<file path="src/rtl/dfd_tnif_sink_if.sv">
// Trace-network sink shared width package and the bundled trace/consumer signal interface.
// The master modport is the network+consumer side; the slave modport is the sink itself.
package dfd_tn_pkg;
  localparam int TNIF_DATA_OUT_WIDTH_IN_BYTES = 4;
endpackage

interface dfd_tnif_sink_if #(
  parameter int DATA_WIDTH_IN_BYTES = dfd_tn_pkg::TNIF_DATA_OUT_WIDTH_IN_BYTES
);
  localparam int W = DATA_WIDTH_IN_BYTES * 8;

  logic         tr_valid_in;
  logic         tr_src_in;
  logic [W-1:0] tr_data_in;
  logic         tr_gnt_out;
  logic         dst_bp_out;
  logic         ntr_bp_out;
  logic         dst_flush_req_in;
  logic         ntr_flush_req_in;
  logic         dst_flush_out;
  logic         ntr_flush_out;
  logic         dst_valid_out;
  logic         ntr_valid_out;
  logic [W-1:0] dst_data_out;
  logic [W-1:0] ntr_data_out;
  logic         dst_ready_in;
  logic         ntr_ready_in;
  logic [7:0]   dst_drop_cnt_out;
  logic [7:0]   ntr_drop_cnt_out;
  logic         proto_err_out;

  modport master (
    output tr_valid_in, tr_src_in, tr_data_in,
    output dst_flush_req_in, ntr_flush_req_in, dst_ready_in, ntr_ready_in,
    input  tr_gnt_out, dst_bp_out, ntr_bp_out, dst_flush_out, ntr_flush_out,
    input  dst_valid_out, ntr_valid_out, dst_data_out, ntr_data_out,
    input  dst_drop_cnt_out, ntr_drop_cnt_out, proto_err_out
  );

  modport slave (
    input  tr_valid_in, tr_src_in, tr_data_in,
    input  dst_flush_req_in, ntr_flush_req_in, dst_ready_in, ntr_ready_in,
    output tr_gnt_out, dst_bp_out, ntr_bp_out, dst_flush_out, ntr_flush_out,
    output dst_valid_out, ntr_valid_out, dst_data_out, ntr_data_out,
    output dst_drop_cnt_out, ntr_drop_cnt_out, proto_err_out
  );
endinterface

</file>
<file path="src/rtl/dfd_tnif_sink.sv">
// Trace-network sink: steers incoming packets into per-source FIFOs (DST=0, NTR=1),
// counts drops on overflow and flags backpressure/grant protocol violations.
module dfd_tnif_sink
  import dfd_tn_pkg::*;
#(
  parameter int DATA_WIDTH_IN_BYTES = TNIF_DATA_OUT_WIDTH_IN_BYTES,
  parameter int FIFO_DEPTH          = 4
) (
  input  logic           clock,
  input  logic           reset_n,
  input  logic           enable_in,
  dfd_tnif_sink_if.slave bus
);
  localparam int W  = DATA_WIDTH_IN_BYTES * 8;
  localparam int AW = $clog2(FIFO_DEPTH);
  localparam int CW = AW + 1;
  localparam logic [CW-1:0] DEPTH_C = CW'(FIFO_DEPTH);

  logic         gnt_q;
  logic         err_q, err_d;
  logic         flush_q   [2];
  logic         flush_req [2];
  logic         ready     [2];
  logic         push_req  [2];
  logic         pop       [2];
  logic         wr_en     [2];
  logic         drop      [2];
  logic         valid     [2];
  logic         full      [2];
  logic [W-1:0] head      [2];
  logic [7:0]   drop_cnt  [2];

  assign flush_req[0] = bus.dst_flush_req_in;
  assign flush_req[1] = bus.ntr_flush_req_in;
  assign ready[0]     = bus.dst_ready_in;
  assign ready[1]     = bus.ntr_ready_in;

  for (genvar s = 0; s < 2; s++) begin : g_src
    logic [CW-1:0] cnt_q, cnt_d;
    logic [AW-1:0] wr_ptr_q, rd_ptr_q;
    logic [7:0]    drop_cnt_q, drop_cnt_d;
    logic [W-1:0]  mem_q [FIFO_DEPTH];

    assign push_req[s] = bus.tr_valid_in && ((s == 1) ? bus.tr_src_in : !bus.tr_src_in);
    assign valid[s]    = (cnt_q != '0);
    assign full[s]     = (cnt_q == DEPTH_C);
    assign pop[s]      = valid[s] && ready[s];
    // A full FIFO can still take a packet when its head leaves in the same cycle.
    assign wr_en[s]    = push_req[s] && (!full[s] || pop[s]);
    assign drop[s]     = push_req[s] && !wr_en[s];
    assign head[s]     = mem_q[rd_ptr_q];
    assign drop_cnt[s] = drop_cnt_q;

    always_comb begin
      cnt_d      = cnt_q;
      drop_cnt_d = drop_cnt_q;
      case ({wr_en[s], pop[s]})
        2'b10:   cnt_d = cnt_q + CW'(1);
        2'b01:   cnt_d = cnt_q - CW'(1);
        default: cnt_d = cnt_q;
      endcase
      if (drop[s] && (drop_cnt_q != 8'hFF)) begin
        drop_cnt_d = drop_cnt_q + 8'd1;
      end
    end

    always_ff @(posedge clock or negedge reset_n) begin
      if (!reset_n) begin
        cnt_q      <= '0;
        wr_ptr_q   <= '0;
        rd_ptr_q   <= '0;
        drop_cnt_q <= '0;
      end else begin
        cnt_q      <= cnt_d;
        drop_cnt_q <= drop_cnt_d;
        if (wr_en[s]) wr_ptr_q <= wr_ptr_q + AW'(1);
        if (pop[s])   rd_ptr_q <= rd_ptr_q + AW'(1);
      end
    end

    // Storage carries no reset; the head is only meaningful while valid is high.
    always_ff @(posedge clock) begin
      if (wr_en[s]) mem_q[wr_ptr_q] <= bus.tr_data_in;
    end
  end

  always_comb begin
    err_d = err_q;
    if ((drop[0] && !flush_q[0]) || (drop[1] && !flush_q[1]) ||
        (bus.tr_valid_in && !gnt_q)) begin
      err_d = 1'b1;
    end
  end

  always_ff @(posedge clock or negedge reset_n) begin
    if (!reset_n) begin
      gnt_q      <= 1'b0;
      flush_q[0] <= 1'b0;
      flush_q[1] <= 1'b0;
      err_q      <= 1'b0;
    end else begin
      gnt_q      <= enable_in;
      flush_q[0] <= flush_req[0];
      flush_q[1] <= flush_req[1];
      err_q      <= err_d;
    end
  end

  assign bus.tr_gnt_out       = gnt_q;
  assign bus.dst_flush_out    = flush_q[0];
  assign bus.ntr_flush_out    = flush_q[1];
  assign bus.dst_bp_out       = full[0];
  assign bus.ntr_bp_out       = full[1];
  assign bus.dst_valid_out    = valid[0];
  assign bus.ntr_valid_out    = valid[1];
  assign bus.dst_data_out     = head[0];
  assign bus.ntr_data_out     = head[1];
  assign bus.dst_drop_cnt_out = drop_cnt[0];
  assign bus.ntr_drop_cnt_out = drop_cnt[1];
  assign bus.proto_err_out    = err_q;

endmodule
</file>
<file path="src/flat_wrapper.sv">
// flat-port wrapper written by rule: the top's interface ports become plain ports
module dfd_tnif_sink_flat import dfd_tn_pkg::*;
#(
  parameter int DATA_WIDTH_IN_BYTES = TNIF_DATA_OUT_WIDTH_IN_BYTES,
  parameter int FIFO_DEPTH          = 4
)
  (clock, reset_n, enable_in, bus_tr_valid_in, bus_tr_src_in, bus_tr_data_in, bus_dst_flush_req_in, bus_ntr_flush_req_in, bus_dst_ready_in, bus_ntr_ready_in, bus_tr_gnt_out, bus_dst_bp_out, bus_ntr_bp_out, bus_dst_flush_out, bus_ntr_flush_out, bus_dst_valid_out, bus_ntr_valid_out, bus_dst_data_out, bus_ntr_data_out, bus_dst_drop_cnt_out, bus_ntr_drop_cnt_out, bus_proto_err_out);
  dfd_tnif_sink_if #(.DATA_WIDTH_IN_BYTES(DATA_WIDTH_IN_BYTES)) bus_i ();
  input  logic clock;
  input  logic reset_n;
  input  logic enable_in;
  input wire logic [$bits(bus_i.tr_valid_in)-1:0] bus_tr_valid_in;
  input wire logic [$bits(bus_i.tr_src_in)-1:0] bus_tr_src_in;
  input wire logic [$bits(bus_i.tr_data_in)-1:0] bus_tr_data_in;
  input wire logic [$bits(bus_i.dst_flush_req_in)-1:0] bus_dst_flush_req_in;
  input wire logic [$bits(bus_i.ntr_flush_req_in)-1:0] bus_ntr_flush_req_in;
  input wire logic [$bits(bus_i.dst_ready_in)-1:0] bus_dst_ready_in;
  input wire logic [$bits(bus_i.ntr_ready_in)-1:0] bus_ntr_ready_in;
  output wire logic [$bits(bus_i.tr_gnt_out)-1:0] bus_tr_gnt_out;
  output wire logic [$bits(bus_i.dst_bp_out)-1:0] bus_dst_bp_out;
  output wire logic [$bits(bus_i.ntr_bp_out)-1:0] bus_ntr_bp_out;
  output wire logic [$bits(bus_i.dst_flush_out)-1:0] bus_dst_flush_out;
  output wire logic [$bits(bus_i.ntr_flush_out)-1:0] bus_ntr_flush_out;
  output wire logic [$bits(bus_i.dst_valid_out)-1:0] bus_dst_valid_out;
  output wire logic [$bits(bus_i.ntr_valid_out)-1:0] bus_ntr_valid_out;
  output wire logic [$bits(bus_i.dst_data_out)-1:0] bus_dst_data_out;
  output wire logic [$bits(bus_i.ntr_data_out)-1:0] bus_ntr_data_out;
  output wire logic [$bits(bus_i.dst_drop_cnt_out)-1:0] bus_dst_drop_cnt_out;
  output wire logic [$bits(bus_i.ntr_drop_cnt_out)-1:0] bus_ntr_drop_cnt_out;
  output wire logic [$bits(bus_i.proto_err_out)-1:0] bus_proto_err_out;
  assign bus_i.tr_valid_in = bus_tr_valid_in;
  assign bus_i.tr_src_in = bus_tr_src_in;
  assign bus_i.tr_data_in = bus_tr_data_in;
  assign bus_i.dst_flush_req_in = bus_dst_flush_req_in;
  assign bus_i.ntr_flush_req_in = bus_ntr_flush_req_in;
  assign bus_i.dst_ready_in = bus_dst_ready_in;
  assign bus_i.ntr_ready_in = bus_ntr_ready_in;
  assign bus_tr_gnt_out = bus_i.tr_gnt_out;
  assign bus_dst_bp_out = bus_i.dst_bp_out;
  assign bus_ntr_bp_out = bus_i.ntr_bp_out;
  assign bus_dst_flush_out = bus_i.dst_flush_out;
  assign bus_ntr_flush_out = bus_i.ntr_flush_out;
  assign bus_dst_valid_out = bus_i.dst_valid_out;
  assign bus_ntr_valid_out = bus_i.ntr_valid_out;
  assign bus_dst_data_out = bus_i.dst_data_out;
  assign bus_ntr_data_out = bus_i.ntr_data_out;
  assign bus_dst_drop_cnt_out = bus_i.dst_drop_cnt_out;
  assign bus_ntr_drop_cnt_out = bus_i.ntr_drop_cnt_out;
  assign bus_proto_err_out = bus_i.proto_err_out;
  dfd_tnif_sink #(.DATA_WIDTH_IN_BYTES(DATA_WIDTH_IN_BYTES), .FIFO_DEPTH(FIFO_DEPTH)) u_core (.clock(clock), .reset_n(reset_n), .enable_in(enable_in), .bus(bus_i));
endmodule
</file>
<file path="config.mk">
export PLATFORM = sky130hd
export DESIGN_NAME = dfd_tnif_sink_flat
export DESIGN_NICKNAME = d
export VERILOG_FILES = /design/src/rtl/dfd_tnif_sink_if.sv /design/src/rtl/dfd_tnif_sink.sv /design/src/flat_wrapper.sv
export SDC_FILE = /design/constraint.sdc
export NUM_CORES = 1
export LEC_CHECK = 0
export ABC_AREA = 1
export BUFFER_PORTS_ARGS = -buffer_cell sky130_fd_sc_hd__buf_2
export CAP_MARGIN = 20
export CORE_UTILIZATION = 45
export DETAILED_ROUTE_END_ITERATION = 6
export GPL_ROUTABILITY_DRIVEN = 0
export PLACE_DENSITY = 0.68
export SYNTH_ARGS = -nofsm -noshare
export SYNTH_HDL_FRONTEND = slang
export SYNTH_SLANG_ARGS = --single-unit
export TNS_END_PERCENT = 5
</file>
<file path="constraint.sdc">
create_clock -name clock -period 2.42 [get_ports clock]
set_input_delay 0.121 -clock clock [delete_from_list [all_inputs] [get_ports clock]]
set_output_delay 0.121 -clock clock [all_outputs]
set_load 0.05 [all_outputs]
</file>
==> impl_metrics.yaml <==
drt:
  wl_per_cell_um: 17.78
  firstDrtPassIters: 5
  ant_nets: 0
  via_per_inst: 5.248
  drc_errors: 0
  drt_iter0_drc: 552
  vias: 7211
  postRouteWirelength_mm: 24.44
synthesis:
  syn_inst: 845
  syn_avg_cell_area_um2: 13.35
  yosysWarnings: 0
  synthFlopType: "edfxtp_1"
  async_reset_ff_share_pct: 11.72
  synth-seq-area-share_pct: 75.70
  netlist.area_leader.share_pct: 68.16
  synth_edf_count: 256
  synth_seq_cells: 290
  synthesis.nets: 899
  yosys-top-cells-area: "edfxtp_1 68%, dfrtp_1 7.5%, o21ai_0 5.9%, nor2_1 5.0%, o22ai_1 3.6%"
  synth_cell_types: 27
  yosysTopAreaCell: "edfxtp_1"
  syn-cell-area_mm2: 0.01128
pwr:
  p_total_mw: 18.70
  p_leak_nw: 5.087
  powerDensity_mw_per_mm2: 1352
  vdd_drop_max_uv: 887.9
layout:
  instances_no_fill: 1374
  final_nets: 1082
  areaGrowthSynthToFinish_pct: 22.68
  drive_gt1_share_pct: 21.07
worst_setup_path:
  crit_type: "reg -> out"
  crit_chain: "inv_4, buf_12, nor2_1, o22ai_1, buf_2"
  crit_family: "buffers and inverters"
  cp-end-kind: "primary output"
  slowest_delay_ns: 0.59
  reg2reg_slack_ns: 0.36
  cp_max_fo: 28
  critPathLaunchType: "flip-flop"
  crit_arrival_ns: 2.23
  reg2regPathDepth: 8
  cp.required_ns: 2.30
  crit_buf_inv: 3
  worstSetupPathDepth: 5
  crit_slowest_cell: "dfrtp_4"
clocking:
  clkLatencyLatePin_ns: 0.54
  cts.sinks: 290
  cts_setup_buffers: 0
  root_buffer: "clkbuf_16"
  cts_htree_levels: 1
  cts_tree: "done"
  cts.clk_slew.worst_paths_ns: 0.06
  cts.path.max_buffers: 3
  cts_inserted_buffers: 29
place:
  dp.cells: 1283
  dp.final_hpwl_mm: 14.80
  io_buffers: 128
hold_path:
  min_path_type: "in -> reg"
  min_path_cells: 6
die:
  dieArea_mm2: 0.02570
  core-area_mm2: 0.02446
  dieWidth_um: 160.3
  die_h_um: 160.3
  start_util_pct: 46.11
  row_count: 57
  io_pins: 129
sta:
  rsz0062_at_grt: "true"
  setup_viol: 0
  drv_slew: 0
  slew_headroom_pct: 46.63
  skew_ns: 0.009805
  tightest_slew_ns: 0.8006
  finalWorstPathRequiredPeriod_ns: 2.350
  hold_viol: 0
  fmax_mhz: 425.5
  fin_crit_sh_pct: 97.12
grt:
  first_global_vias: 7206
  grt.total_usage_pct: 19.31
  grt_pass1_wl_mm: 38.71
  grt_max_degree: 49
  antenna_found_initial: 1
  overflow: 0
run_status:
  status: "finished, final reports clean"
job:
  maxCapViolCount: 0
==> worst paths after layout <==
check                                                 end                        start
max reg2reg                      u_core.g_src[1].cnt_q[2]     u_core.g_src[1].cnt_q[0]
min in group asynchronous  u_core.bus.ntr_drop_cnt_out[3]                      reset_n
max                                  bus_ntr_data_out[31]  u_core.g_src[1].rd_ptr_q[0]
max in group asynchronous     u_core.g_src[0].rd_ptr_q[0]                      reset_n
min                              u_core.g_src[0].cnt_q[2]                bus_tr_src_in
min reg2reg                      u_core.bus.proto_err_out     u_core.bus.proto_err_out
==> report_power, final <==
part / internal [mW] / total (mW) / switching, mW
combinational: 1.90 / 7.91 / 6.01
sequential: 6.11 / 6.48 / 0.376
clock: 2.54 / 4.31 / 1.77
total: 10.5 / 18.7 / 8.16
==> stage by stage <==
step / setup slack [ns] / hold WS [ns] / instance area (um^2) / util, % / TNS (ns)
floorplan: -0.1741 / -0.1746 / 11280 / - / -27.95
global placement: 0.4549 / 0.2284 / 12510 / 51.14 / 0
detailed placement: 0.3625 / 0.2303 / 12510 / 51.14 / 0
CTS: 0.002813 / 0.01398 / 13810 / 56.47 / 0
global route: -0.01085 / 0.06009 / 13840 / 56.56 / -0.01796
finish: 0.06977 / 0.03111 / 13840 / 56.56 / 0
==> routing by layer <==
layer  global-route usage (%)  wire length, um  up-vias
met5                        0                0        -
met4                    4.545              384        0
met3                    3.616             1649       33
met2                    32.53            11670      211
met1                    26.08            10730     3541
li1                         -                -     3426
==> layout by cell type, fill, tap and decap left out, types with 8 or more instances in the layout <==
cell	count
nor2_1	141
dfrtp_1	31
xor2_1	11
buf_4	19
nand3_1	12
buf_2	125
o21ai_0	134
o22ai_1	63
dlygate4sd3_1	38
inv_1	36
nor2_4	10
clkbuf_16	29
nand2_1	59
ha_1	11
buf_12	8
edfxtp_1	256
==> flip-flops by register name, indices dropped and copies added, names as in the netlist <==
name	count
u_core.bus.tr_gnt_out	1
u_core.g_src.cnt_q	6
u_core.bus.dst_drop_cnt_out	8
u_core.g_src.mem_q	256
u_core.bus.dst_flush_out	1
u_core.g_src.rd_ptr_q	4
u_core.g_src.wr_ptr_q	4
u_core.bus.ntr_drop_cnt_out	8
u_core.bus.ntr_flush_out	1
u_core.bus.proto_err_out	1
==> logic make-up after synthesis <==
| logic type | after synthesis | synth area share [%] |
|---|---|---|
| xor gates and xnor gates | 18 | 1.398 |
| DFF | 290 | 75.70 |
| AOI/OAI and AO/OA | 208 | 9.984 |
| adders and majority gates | 13 | 1.575 |
| buffers and inverters | 81 | 2.896 |
| and+or+nand+nor | 235 | 8.442 |
==> tightest hold or removal path: cells and delay by family <==
kind          cells  cell delay [ns]
simple gates      4             0.26
buf+inv           2             0.15
==> area by class of cell <==
type / count / area, um^2
Fill cell: 1945 / 10630
Sequential cell: 290 / 8547
Multi-Input combinational cell: 474 / 2480
Timing Repair Buffer: 192 / 1324
Clock buffer: 35 / 758.2
Tap cell: 324 / 405.4
Clock inverter: 17 / 160.2
Inverter: 41 / 158.9
Antenna cell: 1 / 2.502
==> cells in the mapped netlist, types with 5 or more instances <==
| cell | n |
|---|---|
| xnor2_1 | 7 |
| edfxtp_1 | 256 |
| o21ai_0 | 134 |
| buf_2 | 12 |
| inv_1 | 36 |
| dfrtp_1 | 34 |
| nand3_1 | 12 |
| clkbuf_1 | 25 |
| nand2_1 | 59 |
| xor2_1 | 11 |
| o22ai_1 | 64 |
| ha_1 | 11 |
| a21oi_1 | 5 |
| nor2_1 | 149 |
| inv_2 | 5 |
| nand4_1 | 7 |
==> repair_timing <==
action / in CTS / in global routing
hold endpoints to repair: 296 / 0
endpoints found under the setup margin: 5 / 17
gates cloned: 0 / 0
resized for setup: 2 / 6
hold buffers: 38 / 0
(Power assumes the default switching activity.)
